## src/rtl/sw_alloc_pkg.sv

```systemverilog
// Shared definitions for the 5x5 router switch allocator: port count, index width,
// port-direction encodings and the per-output allocation state.
package sw_alloc_pkg;

   localparam int unsigned NPORT = 5;
   localparam int unsigned PORTW = 3;

   typedef enum logic [2:0] {
      YMINUS = 3'd0,
      XPLUS  = 3'd1,
      YPLUS  = 3'd2,
      XMINUS = 3'd3,
      LOCAL  = 3'd4
   } port_dir_e;

   typedef enum logic {
      OUT_IDLE   = 1'b0,
      OUT_LOCKED = 1'b1
   } out_state_e;

endpackage

```

## src/rtl/sw_alloc_rr_arb.sv

```systemverilog
// Round-robin arbiter: picks the first requester at or after ptr (wrapping) and
// returns it as a one-hot grant plus an any-request flag.
module rr_arb #(
   parameter int unsigned N = 5,
   parameter int unsigned W = 3
) (
   input  logic [N-1:0] req,
   input  logic [W-1:0] ptr,
   output logic [N-1:0] gnt,
   output logic         any
);

   localparam int unsigned IW = (N > 1) ? $clog2(N) : 1;

   int unsigned idx;

   always_comb begin
      gnt = '0;
      any = 1'b0;
      idx = 0;
      for (int unsigned k = 0; k < N; k++) begin
         idx = 32'(ptr) + k;
         if (idx >= N) idx = idx - N;
         if (!any && req[idx[IW-1:0]]) begin
            gnt[idx[IW-1:0]] = 1'b1;
            any              = 1'b1;
         end
      end
   end

endmodule

```

## src/rtl/sw_alloc.sv

```systemverilog
// Wormhole switch allocator: per-output round-robin lock held from head to tail flit,
// driving crossbar selects and per-flit pop/valid handshakes.
module sw_alloc #(
   parameter int unsigned NPORT = sw_alloc_pkg::NPORT,
   parameter int unsigned PORTW = sw_alloc_pkg::PORTW
) (
   input  logic                   clk,
   input  logic                   rst_,
   input  logic [NPORT-1:0]       req,
   input  logic [NPORT*PORTW-1:0] req_port,
   input  logic [NPORT-1:0]       flit_vld,
   input  logic [NPORT-1:0]       flit_tail,
   input  logic [NPORT-1:0]       out_rdy,
   output logic [NPORT-1:0]       in_pop,
   output logic [NPORT-1:0]       out_vld,
   output logic [NPORT*PORTW-1:0] xbar_sel,
   output logic [NPORT-1:0]       grant,
   output logic                   bad_port
);

   import sw_alloc_pkg::*;

   out_state_e       state_q [NPORT];
   out_state_e       state_d [NPORT];
   logic [PORTW-1:0] owner_q [NPORT];
   logic [PORTW-1:0] owner_d [NPORT];
   logic [PORTW-1:0] ptr_q   [NPORT];
   logic [PORTW-1:0] ptr_d   [NPORT];
   logic [NPORT-1:0] grant_q, grant_d;
   logic             bad_q, bad_d;

   logic [PORTW-1:0] rport   [NPORT];
   logic [NPORT-1:0] req_mat [NPORT];
   logic [NPORT-1:0] arb_gnt [NPORT];
   logic [NPORT-1:0] arb_any;
   logic [PORTW-1:0] win     [NPORT];

   function automatic logic [PORTW-1:0] wrap_inc(input logic [PORTW-1:0] p);
      if ({1'b0, p} >= (PORTW+1)'(NPORT - 1)) return '0;
      return p + 1'b1;
   endfunction

   // req_mat[o][i]: input i is free, requests a legal port o, and o is idle
   always_comb begin
      for (int unsigned i = 0; i < NPORT; i++) begin
         rport[i] = req_port[i*PORTW +: PORTW];
      end
      for (int unsigned o = 0; o < NPORT; o++) begin
         req_mat[o] = '0;
         for (int unsigned i = 0; i < NPORT; i++) begin
            if (req[i] && !grant_q[i] && (state_q[o] == OUT_IDLE) &&
                (rport[i] == PORTW'(o)))
               req_mat[o][i] = 1'b1;
         end
      end
   end

   for (genvar g = 0; g < NPORT; g++) begin : g_arb
      rr_arb #(.N(NPORT), .W(PORTW)) u_arb (
         .req (req_mat[g]),
         .ptr (ptr_q[g]),
         .gnt (arb_gnt[g]),
         .any (arb_any[g])
      );
   end

   always_comb begin
      for (int unsigned o = 0; o < NPORT; o++) begin
         win[o] = '0;
         for (int unsigned i = 0; i < NPORT; i++) begin
            if (arb_gnt[o][i]) win[o] = PORTW'(i);
         end
      end
   end

   // Transfers decode purely from registered lock state, so reset clears them at once
   always_comb begin
      in_pop   = '0;
      out_vld  = '0;
      xbar_sel = '0;
      for (int unsigned o = 0; o < NPORT; o++) begin
         if (state_q[o] == OUT_LOCKED) begin
            xbar_sel[o*PORTW +: PORTW] = owner_q[o];
            if (flit_vld[owner_q[o]] && out_rdy[o]) begin
               out_vld[o]          = 1'b1;
               in_pop[owner_q[o]]  = 1'b1;
            end
         end
      end
   end

   always_comb begin
      state_d = state_q;
      owner_d = owner_q;
      ptr_d   = ptr_q;
      grant_d = grant_q;
      bad_d   = bad_q;
      for (int unsigned o = 0; o < NPORT; o++) begin
         if (state_q[o] == OUT_IDLE) begin
            if (arb_any[o]) begin
               state_d[o]          = OUT_LOCKED;
               owner_d[o]          = win[o];
               grant_d[win[o]]     = 1'b1;
            end
         end else if (out_vld[o] && flit_tail[owner_q[o]]) begin
            state_d[o]          = OUT_IDLE;
            ptr_d[o]            = wrap_inc(owner_q[o]);
            grant_d[owner_q[o]] = 1'b0;
         end
      end
      for (int unsigned i = 0; i < NPORT; i++) begin
         if (req[i] && ({1'b0, rport[i]} >= (PORTW+1)'(NPORT))) bad_d = 1'b1;
      end
   end

   always_ff @(posedge clk or posedge rst_) begin
      if (rst_) begin
         for (int unsigned o = 0; o < NPORT; o++) begin
            state_q[o] <= OUT_IDLE;
            owner_q[o] <= '0;
            ptr_q[o]   <= '0;
         end
         grant_q <= '0;
         bad_q   <= 1'b0;
      end else begin
         state_q <= state_d;
         owner_q <= owner_d;
         ptr_q   <= ptr_d;
         grant_q <= grant_d;
         bad_q   <= bad_d;
      end
   end

   assign grant    = grant_q;
   assign bad_port = bad_q;

endmodule
```

## config.mk

```make
export PLATFORM = sky130hd
export DESIGN_NAME = sw_alloc
export DESIGN_NICKNAME = d
export VERILOG_FILES = /design/src/rtl/sw_alloc_pkg.sv /design/src/rtl/sw_alloc_rr_arb.sv /design/src/rtl/sw_alloc.sv
export SDC_FILE = /design/constraint.sdc
export NUM_CORES = 1
export LEC_CHECK = 0
export ABC_AREA = 0
export CAP_MARGIN = 20
export CORE_AREA = 10 10 167 169
export DETAILED_ROUTE_END_ITERATION = 16
export DIE_AREA = 0 0 177 179
export PLACE_DENSITY = 0.62
export SLEW_MARGIN = 10
export SYNTH_ARGS = -nofsm -noshare
export SYNTH_HDL_FRONTEND = slang
export SYNTH_HIERARCHICAL = 1
export SYNTH_SLANG_ARGS = --single-unit
```

## constraint.sdc

```tcl
create_clock -name clk -period 7.15 [get_ports clk]
set_input_delay 0.715 -clock clk [delete_from_list [all_inputs] [get_ports clk]]
set_output_delay 0.715 -clock clk [all_outputs]
set_load 0.05 [all_outputs]
```

### Yosys cells after proc, flatten, opt, wreduce, memory -nomap -nowiden

Index checks and enable logic that the tools add are counted.

| word-level totals | value |
|---|---|
| register bits after elaboration | 41 |
| output and inout port bits | 31 |
| logic and storage cells | 747 |

| cells by class | value |
|---|---|
| add/subtract/negate cells | 50 |
| order comparisons | 105 |
| equal/unequal tests | 20 |
| multiplexer cells | 345 |
| bitwise operators | 44 |
| reduce and logical (&&, ||, !) cells | 166 |

Operators by type and width:

| operator | number |
|---|---|
| 2-to-1 mux 5 bit | 50 |
| 2-to-1 mux 1 bit | 170 |
| 2-to-1 mux 3 bit | 55 |
| bitwise OR 5 bit | 29 |
| < comparator 3 x 4 -> 1 bit (second input constant) | 35 |
| logical AND 1 bit | 125 |
| binary-select mux 1 bit (select 3 bit) | 35 |
| demux 1 bit (select 3 bit) | 35 |
| >= comparator 3 x 1 -> 1 bit (second input constant) | 35 |
| >= comparator 4 x 3 -> 1 bit (second input constant) | 20 |
| subtractor 3 bit (second input constant) | 25 |
| >= comparator 3 bit (second input constant) | 15 |
| adder 3 x 2 -> 4 bit (second input constant) | 10 |
| equality test 3 x 2 -> 1 bit (second input constant) | 10 |
| AND 5 bit | 5 |
| zero test 1 bit | 25 |
| inverter 5 bit | 5 |
| adder 3 x 1 -> 4 bit (second input constant) | 5 |
| adder 3 x 3 -> 4 bit (second input constant) | 5 |
| AND reduction 2 bit | 10 |
| adder 3 x 1 -> 3 bit (second input constant) | 5 |
| equality test 3 x 1 -> 1 bit (second input constant) | 5 |
| equality test 3 bit (second input constant) | 5 |
| zero test 3 bit | 5 |
| 2 further kinds | 6 |

### Longest topological paths before layout

Gate-level depths: netlist of run 1.

| logic depth | value |
|---|---|
| depth after elaboration | 43 |
| mapped depth | 20 |
| mapped depth without buffers | 17 |

### Cells and area by module

Netlist of run 1, hierarchy kept.

Modules (own cells, without submodules):

| module | times used | cells an instance | area an instance (sq um) |
|---|---|---|---|
| rr_arb at g_arb[1].u_arb ... | 3 | 171 | 1231.2 |
| sw_alloc | 1 | 433 | 3472.1 |
| rr_arb at g_arb[0].u_arb | 1 | 179 | 1285.0 |
| rr_arb at g_arb[4].u_arb | 1 | 171 | 1209.9 |

### Least setup slack after synthesis of run 1

Ideal clock, no wire load.

| timing path | value |
|---|---|
| kind | register -> register |
| start | reg ptr_q[12] (netlist bit) |
| end | reg grant_q[1] (netlist: grant[1]) |
| library setup time | 0.130 ns |
| arrival | 3.946 ns |
| required time | 7.020 ns |
| slack | 3.073 ns |
| stages on the path, launching flop included | 21 |
| buffers on the path | 3 |
| period minus slack after synthesis | 4.077 ns |
| path through | dfrtp_1 > buf_4 > buf_12 > inv_2 > ha_1 > inv_1 > fa_1 > a21oi_2 > o2bb2ai_1 > a221oi_1 > o21ai_2 > a211oi_4 > nand2b_1 > or2_1 > nand2b_1 > buf_2 > nor2_1 > a32o_1 > a21o_1 > a222oi_1 > o21ai_0 |

RTL lines:

| item | line | RTL |
|---|---|---|
| start: declaration | sw_alloc.sv:27 | `logic [PORTW-1:0] ptr_q [NPORT];` |
| start signal: assignment | sw_alloc.sv:128 | `ptr_q <= ptr_d;` |
| parallel branches: the longest is 16 deep, another holds adder 3 x 1 -> 4 bit | - |  |
| 2-to-1 mux 1 bit (*) | sw_alloc_rr_arb.sv:24 | `if (!any && req[idx[IW-1:0]]) begin` |
| net arb_any[0] | sw_alloc.sv:35 | `logic [NPORT-1:0] arb_any;` |
| 2-to-1 mux 5 bit (*) | sw_alloc.sv:100 | `if (arb_any[o]) begin` |
| 2-to-1 mux 5 bit (*) | sw_alloc.sv:99 | `if (state_q[o] == OUT_IDLE) begin` |
| bitwise OR 5 bit (no line) / AND 5 bit (equally long branches) | - |  |
| 2-to-1 mux 5 bit, on equally long branches | sw_alloc.sv:100, sw_alloc.sv:105 |  |
| 2-to-1 mux 5 bit (*) | sw_alloc.sv:99 |  |
| (+2 left out) | - |  |
| 2-to-1 mux 5 bit (*) | sw_alloc.sv:99 |  |
| bitwise OR 5 bit (no line) / AND 5 bit (equally long branches) | - |  |
| 2-to-1 mux 5 bit, on equally long branches | sw_alloc.sv:100, sw_alloc.sv:105 |  |
| 2-to-1 mux 5 bit (*) | sw_alloc.sv:99 |  |
| bitwise OR 5 bit (no line) / AND 5 bit (equally long branches) | - |  |
| 2-to-1 mux 5 bit, on equally long branches | sw_alloc.sv:100, sw_alloc.sv:105 |  |
| 2-to-1 mux 5 bit (*) | sw_alloc.sv:99 |  |
| net grant_d[1] | sw_alloc.sv:29 | `logic [NPORT-1:0] grant_q, grant_d;` |
| end signal: assignment | sw_alloc.sv:129 | `grant_q <= grant_d;` |
| end: declaration | sw_alloc.sv:29 |  |

Mark *: on every way through the listed nets, which the timed path passes. The select of a mux whose other input is x is not followed.
A chain may end at the register's enable or synchronous reset.

==> results of run 1 <==
-- metal layers --
| layer | global-route usage | vias to the layer above |
|---|---|---|
| li1 | - | 4776 |
| met1 | 0.280 | 4873 |
| met2 | 0.309 | 446 |
| met3 | 0.0261 | 40 |
| met4 | 0.0490 | 0 |
| met5 | 0 | - |
-- flip-flops by register name, indices dropped and copies added, names as in the netlist --
signal,flops
owner_q,15
ptr_q,15
grant,5
state_q,5
bad_port,1
-- critical path, stage by stage --
cell and delay, ns:
clkdlybuf4s50_1 0.47, or3b_2 0.50, or2_2 0.34, nor3b_1 0.93, mux2i_1 0.15, mux4_2 0.54
o2bb2ai_4 0.27, mux2i_1 0.12, a221oi_1 0.31, o21ai_1 0.19, nor3_1 0.33, a22oi_1 0.18
nand2_1 0.13, o32ai_1 0.11, o32ai_1 0.32
-- cell usage in the layout, fill, tap and decap left out, drive strengths merged, types with 10 or more instances in the layout --
cell,n
nor3,40
inv,71
nor2b,19
buf,18
nor4,14
xnor2,16
nand3b,13
a21oi,48
dfrtp,41
o32ai,11
nor3b,21
and3,20
nand2,124
a22oi,10
nand3,35
or2,11
o31ai,17
a21o,19
o211ai,31
o21ai,60
o22ai,25
a211o,11
mux2,16
nand2b,35
a31oi,15
a211oi,30
or3,11
nand4,31
ha,52
o221ai,10
nor2,83
clkdlybuf4s50,67
mux2i,64
and2,25
-- power by group --
part	internal, µW	switching (µW)
combinational	1420	2410
clock	174	98.6
sequential	308	265
total	1910	2770
-- cell type report --
class	instances	share of cell area
Multi-Input combinational cell	1054	0.738
Sequential cell	41	0.0989
Timing Repair Buffer	85	0.0777
Tap cell	330	0.0398
Inverter	78	0.0282
Clock buffer	6	0.0134
Clock inverter	2	0.00362
-- how the worst max path moves through the flow --
stage	from	to	slack [ns]	cells past startpoint
finish	req[2]	grant[0]$_DFF_PP0_	1.75	15
global route	req[2]	grant[0]$_DFF_PP0_	1.37	15
CTS	req[2]	grant[0]$_DFF_PP0_	1.84	15
detailed placement	req[2]	grant[0]$_DFF_PP0_	1.51	15
global placement	req[2]	grant[0]$_DFF_PP0_	1.70	15
floorplan	ptr_q[12]$_DFFE_PP0P_	grant[1]$_DFF_PP0_	3.09	20
-- metrics by stage --
| step | area (µm²) | instances |
|---|---|---|
| after detailed placement | 10200 | 1588 |
| after global routing | 10400 | 1596 |
| after CTS | 10400 | 1596 |
| after global placement | 10200 | 1588 |
| final | 10400 | 1596 |
| after floorplan | 9410 | 1254 |
==> flow_summary.toml, run 1 <==
[outcome]
status = "complete, no violations"

[clock_network]
root_buffer = "clkbuf_16"
cts_hold_buf = 0
clock-sinks = 41
post_cts_buffers = 0
path_clk_slew_ns = 0.06
h-tree-depth = 2
clk_latency_ns = 0.29
clockBufferDepth = 2
cts_buffers = 5
post_cts_resized = 0
cts_tree = "built"

[layout]
nFillCells = 2499
fin_util = 0.419
drive_above_1_share = 0.0908
n_antenna_cell = 0
multi_input_area_mm2 = 0.00766
fin_nets = 1359
syn_to_final_growth_pct = 10.2
seqCellArea_mm2 = 0.00103

[power]
power.total_uw = 4680
p_leak_uw = 0.00407
power_density_mw_per_mm2 = 451
peakVddDrop_mv = 0.141

[timing]
fin_crit_sh = 0.755
layout_setup_ws_ns = 1.75
tns_ns = 0
skew_ns = 0.00260
period_needed_ns = 5.40
finalMaxSlewViolations = 0
holdWs_ns = 0.550
finalSetupViolations = 0
max_freq_ghz = 0.185
rsz0062_at_grt = "no"
slew_headroom = 0.217
hold_viol = 0
tightest_slew_ns = 1.17

[worst_setup_path]
crit_fanout = 8
cp.required_ns = 7.34
r2r_start = "grant[2]$_DFF_PP0_"
cp-start-kind = "input port"
r2r_end = "grant[0]$_DFF_PP0_"
r2r_cells = 14
cp_data_arrival_time_ns = 5.59
r2r_slack_ns = 2.08
critPathKind = "in -> reg"
end_kind = "flop"

[logic_synthesis]
netlist_area_mm2 = 0.00941
syn-instance-count = 1254
synthesis.nets = 1348
yosys_warnings = 6
syn_area_per_cell_um2 = 7.51

[grt]
grt_overflow = 0
grt_max_degree = 42
grtUsageTotal = 0.198
grt_pass1_vias = 9233
grt_pass1_wl_mm = 51.6
antenna_found_initial = 1

[drt]
wl_met1_mm = 14.9
drc = 0
routed_wl_mm = 32.5
wl_met2_mm = 14.5
drtAntennaViolNets = 0
route.met3.wl_mm = 2.38
num_vias = 10100
dr.pass1.iters = 6
wire_per_inst_um = 20.4
first_iter_violations = 1324
highest_layer = "met4"
vias_per_cell = 6.35

[place]
port_buffers = 67
dp_slack_ns = 1.51
place.gp.congestion = 0.959
hpwl_mm = 25.3

[floorplanning]
die_area_mm2 = 0.0317
fp.dieW_um = 177
core_mm2 = 0.0247
dieHeight_um = 179
io_pins = 68
num_rows = 58
start_util = 0.380

[flow_run]
cap_viol_max_count = 0

[hold_path]
min-delay-start = "bad_port$_DFFE_PP0P_"
hold_end = "bad_port$_DFFE_PP0P_"
min_path_type = "reg -> reg"
min_path_cells = 1
No activity file was read; power rests on OpenSTA's default activity.
==> run 2: changes to the inputs <==
==> constraint.sdc (replaced) <==
create_clock -name clk -period 5.4 [get_ports clk]
set_input_delay 0.54 -clock clk [delete_from_list [all_inputs] [get_ports clk]]
set_output_delay 0.54 -clock clk [all_outputs]
set_load 0.05 [all_outputs]
==> run 2 against run 1 <==
Combinational power up 36%; total power up 34%; largest power group unchanged; register-to-register slack worse by 1.4 ns; critical endpoint unchanged.
==> flow_summary.toml, run 2 (synthesis results as in run 1) <==
[outcome]
status = "complete, no violations"

[power]
p_leak_uw = 0.00416
p_sw_uw = 3730
power_density_mw_per_mm2 = 599
clockPowerShare = 0.058
power_frac_seq = 0.110
power.total_uw = 6280
internal_power_uw = 2550
power.share.combinational = 0.831
p_sw_frac = 0.593
peakVddDrop_mv = 0.197

[place]
hpwl_mm = 25.5
port_buffers = 67
place.gp.congestion = 0.931

[layout]
syn_to_final_growth_pct = 11.3
multi_input_area_mm2 = 0.00764
final_common_cell = "nand2_1"
nFillCells = 2497
n_antenna_cell = 0
seqCellArea_mm2 = 0.00103
final_cell_mix = "121 x nand2_1, 83 x nor2_1, 68 x inv_1"
fin_nets = 1375
reg_top3 = "owner_q x15, ptr_q x15"
drive_above_1_share = 0.101

[grt]
grt_pass1_wl_mm = 52.3
grtUsageTotal = 0.201
grt_overflow = 0
antenna_found_initial = 0
grt_max_degree = 42
grt_pass1_vias = 9400

[drt]
dr.pass1.iters = 5
num_vias = 10200
first_iter_violations = 1253
routed_wl_mm = 33.2
vias_per_cell = 6.34
wire_per_inst_um = 20.6
drc = 0
drtAntennaViolNets = 0

[floorplanning]
io_pins = 68
dieHeight_um = 179
start_util = 0.380
die_area_mm2 = 0.0317
num_rows = 58
fp.dieW_um = 177
core_mm2 = 0.0247

[timing]
tns_ns = 0
period_needed_ns = 4.71
max_freq_ghz = 0.212
hold_viol = 0
slew_headroom = 0.368
tightest_slew_ns = 0.941
finalSetupViolations = 0
holdWs_ns = 0.546
rsz0062_at_grt = "no"
finalMaxSlewViolations = 0
skew_ns = 0.00924
fin_crit_sh = 0.872

[worst_setup_path]
cp_data_arrival_time_ns = 4.84
critPathKind = "reg -> reg"
end_kind = "flop"
cp.required_ns = 5.53
cp-start-kind = "flop"
crit_fanout = 13

[clock_network]
post_cts_resized = 0
clock-sinks = 41
clockBufferDepth = 2
h-tree-depth = 2
path_clk_slew_ns = 0.07
clk_latency_ns = 0.29
cts_tree = "built"
cts_hold_buf = 0
post_cts_buffers = 0
root_buffer = "clkbuf_16"
cts_buffers = 5

[hold_path]
min_path_type = "reg -> reg"

[flow_run]
cap_viol_max_count = 0
-- run 2: cell count changes in the layout (fill, tap and decap cells not counted), sizes merged --
cell,delta
buf,+16
-- run 2: worst paths after layout --
kind                                       from                   end  depth (start not counted)  slack (ns)
min in group asynchronous                  rst_  state_q[3]$_DFF_PP0_                          2        0.78
hold reg to reg            bad_port$_DFFE_PP0P_  bad_port$_DFFE_PP0P_                          1        0.55
max in group asynchronous                  rst_    grant[3]$_DFF_PP0_                          2        4.01
setup reg to reg           ptr_q[4]$_DFFE_PP0P_    grant[0]$_DFF_PP0_                         13        0.69
hold / removal             bad_port$_DFFE_PP0P_  bad_port$_DFFE_PP0P_                          1        0.55
setup / recovery           ptr_q[4]$_DFFE_PP0P_    grant[0]$_DFF_PP0_                         13        0.69
-- run 2: worst max-delay path: stages (launching register included) --
cell and delay [ns]:
dfrtp_1 0.69, inv_1 0.31, ha_1 0.72, clkinv_1 0.41, a211o_1 0.37, o211a_1 0.27
a211oi_4 0.30, nand4b_1 0.12, o211ai_1 0.34, nor3_1 0.15, a22oi_1 0.28, nand2_1 0.13
o32ai_1 0.29, o32ai_1 0.15
-- run 2: stage by stage --
| step | setup WS (ns) | util | cells | cell area [µm²] |
|---|---|---|---|---|
| final | 0.691 | 0.423 | 1612 | 10500 |
| after global routing | 0.429 | 0.423 | 1612 | 10500 |
| after CTS | 0.797 | 0.423 | 1612 | 10500 |
| after detailed placement | 0.577 | 0.416 | 1604 | 10300 |
| after global placement | 0.671 | 0.416 | 1604 | 10300 |
| after floorplan | 1.34 | - | 1254 | 9410 |
-- run 2: routing by layer --
metal	share of wire	global-route usage	vias to the layer above
met5	0	0	-
met4	0.023	0.0567	0
met3	0.078	0.0251	45
met2	0.44	0.312	498
met1	0.46	0.284	4879
li1	-	-	4795
-- run 2: power groups by stage --
stage / logic (µW) / registers (µW) / clock network, µW
after detailed placement: 5110 / 683 / 0
after global routing: 5690 / 715 / 374
final: 5220 / 693 / 366
after global placement: 5090 / 681 / 0
after CTS: 5130 / 682 / 366
after floorplan: 4110 / 597 / 0
-- run 2: final cells by class --
cell class,instances,area share
multi-input cells,1054,0.730
clock inverters,2,0.00358
well taps,330,0.0394
flip-flops and latches,41,0.0979
clock buffers,6,0.0133
repair buffers,101,0.0884
inverters,78,0.0279
==> run 3: changes to the inputs <==
--- a/config.mk
+++ b/config.mk
@@ -7,10 +7,11 @@
 export LEC_CHECK = 0
 export ABC_AREA = 0
 export CAP_MARGIN = 20
-export CORE_AREA = 10 10 167 169
+export CORE_AREA = 4 4 161 163
 export DETAILED_ROUTE_END_ITERATION = 16
-export DIE_AREA = 0 0 177 179
-export PLACE_DENSITY = 0.62
+export DIE_AREA = 0 0 165 167
+export MAX_ROUTING_LAYER = met4
+export PLACE_DENSITY_LB_ADDON = 0.15
 export SLEW_MARGIN = 10
 export SYNTH_ARGS = -nofsm -noshare
 export SYNTH_HDL_FRONTEND = slang
==> run 3 against run 2 <==
Critical endpoint is now grant[3]$_DFF_PP0_; global-route usage increased by 3.3 points; total power down 1.7%; highest routed layer unchanged; cell count is 0.43% lower; hold slack improved by 0.020 ns; via count is 1.8% lower; sequential share of layout area hardly changed.
==> flow_summary.toml, run 3 (synthesis results as in run 1) <==
[outcome]
status = "complete, no violations"

[timing]
rsz0062_at_grt = "no"
finalMaxSlewViolations = 0
max_freq_ghz = 0.212
fin_crit_sh = 0.875
skew_ns = 0.00942
tns_ns = 0
period_needed_ns = 4.73
hold_viol = 0
slew_headroom = 0.373
finalSetupViolations = 0
tightest_slew_ns = 0.940

[clock_network]
h-tree-depth = 2
cts_tree = "built"
clock-sinks = 41
cts_hold_buf = 0
post_cts_buffers = 0
root_buffer = "clkbuf_16"
clockBufferDepth = 2
cts_buffers = 5
path_clk_slew_ns = 0.07
clk_latency_ns = 0.29
post_cts_resized = 0

[worst_setup_path]
r2r_start = "ptr_q[10]$_DFFE_PP0P_"
cp-start-kind = "input port"
r2r_end = "grant[1]$_DFF_PP0_"
r2r_slack_ns = 0.68
crit_path_start = "req[2]"
cp_data_arrival_time_ns = 4.95
critPathKind = "in -> reg"
cp.required_ns = 5.62
crit_fanout = 8
end_kind = "flop"
worstSetupEndpoint = "grant[3]$_DFF_PP0_"
r2r_cells = 13

[place]
dp_cells = 1597
hpwl_mm = 25.1
port_buffers = 67
place.gp.congestion = 0.939

[power]
p_leak_uw = 0.00413
power_density_mw_per_mm2 = 592
peakVddDrop_mv = 0.171

[drt]
num_vias = 10000
routed_wl_mm = 32.5
first_iter_violations = 948
drc = 0
vias_per_cell = 6.25
wire_per_inst_um = 20.3
drtAntennaViolNets = 0
dr.pass1.iters = 7

[hold_path]
min-delay-start = "bad_port$_DFFE_PP0P_"
min_path_type = "reg -> reg"

[flow_run]
cap_viol_max_count = 0

[floorplanning]
fp.dieW_um = 165
dieHeight_um = 167
num_rows = 57
die_area_mm2 = 0.0276
start_util = 0.387
core_mm2 = 0.0243
io_pins = 68

[grt]
antenna_found_initial = 0
grtUsageTotal = 0.234
grt_max_degree = 42
grt_overflow = 0
grt_pass1_wl_mm = 51.1
grt_pass1_vias = 8941

[layout]
fin_nets = 1374
drive_above_1_share = 0.0991
syn_to_final_growth_pct = 10.8
final_common_cell = "nand2_1"
final_cell_mix = "121 x nand2_1, 83 x nor2_1, 68 x inv_1"
finalNonFillerCells = 1605
reg_top3 = "owner_q x15, ptr_q x15"
n_antenna_cell = 0
-- run 3: cell types whose count changed in the layout (fill, tap and decap cells not counted), sizes merged --
cell	change
buf	-1
bufinv	-1
clkinvlp	+1
-- run 3: power breakdown --
group	switching, µW	internal [µW]
clock network	136	172
registers	301	409
logic	3250	1910
total	3690	2490
-- run 3: layer usage --
| layer | vias to the layer above | global-route usage | routed length (µm) |
|---|---|---|---|
| met1 | 4853 | 0.350 | 15600 |
| met4 | 0 | 0.0376 | 442 |
| li1 | 4793 | - | - |
| met5 | - | - | 0 |
| met3 | 28 | 0.0311 | 2230 |
| met2 | 360 | 0.340 | 14300 |
-- run 3: worst min-delay path by stage --
stage | depth (start not counted) | slack, ns | end
after floorplan | 1 | 0.56 | ptr_q[12]$_DFFE_PP0P_
after detailed placement | 1 | 0.54 | bad_port$_DFFE_PP0P_
after CTS | 1 | 0.56 | bad_port$_DFFE_PP0P_
after global routing | 1 | 0.58 | bad_port$_DFFE_PP0P_
final | 1 | 0.57 | bad_port$_DFFE_PP0P_
after global placement | 1 | 0.54 | bad_port$_DFFE_PP0P_
-- run 3: cell type report --
type | count | area (µm²)
fill | 2457 | 13900
multi-input combinational | 1054 | 7640
sequential | 41 | 1030
timing repair buffer | 100 | 918
tap | 324 | 405
inverter | 78 | 293
clock buffer | 6 | 129
clock inverter | 2 | 15.0
-- run 3: stage by stage --
stage	cell area, µm²	worst slack (ns)	power [µW]	hold WS (ns)	util
after floorplan	9410	1.34	4710	0.560	-
final	10400	0.673	6170	0.566	0.429
after detailed placement	10300	0.398	5770	0.536	0.423
after global placement	10300	0.419	5780	0.538	0.423
after global routing	10400	0.341	6680	0.578	0.429
after CTS	10400	0.696	6100	0.560	0.429
-- run 3: worst max-delay path, cell delays in order --
cell             delay, ns
clkdlybuf4s50_1       0.47
or3b_2                0.51
or2_2                 0.32
nor3_1                0.23
buf_4                 0.21
mux2i_1               0.07
mux4_2                0.53
o2bb2ai_4             0.26
mux2i_1               0.24
a221oi_1              0.12
o21ai_1               0.21
inv_1                 0.07
o32ai_1               0.35
nor3_1                0.12
o32ai_1               0.50
a22o_1                0.20
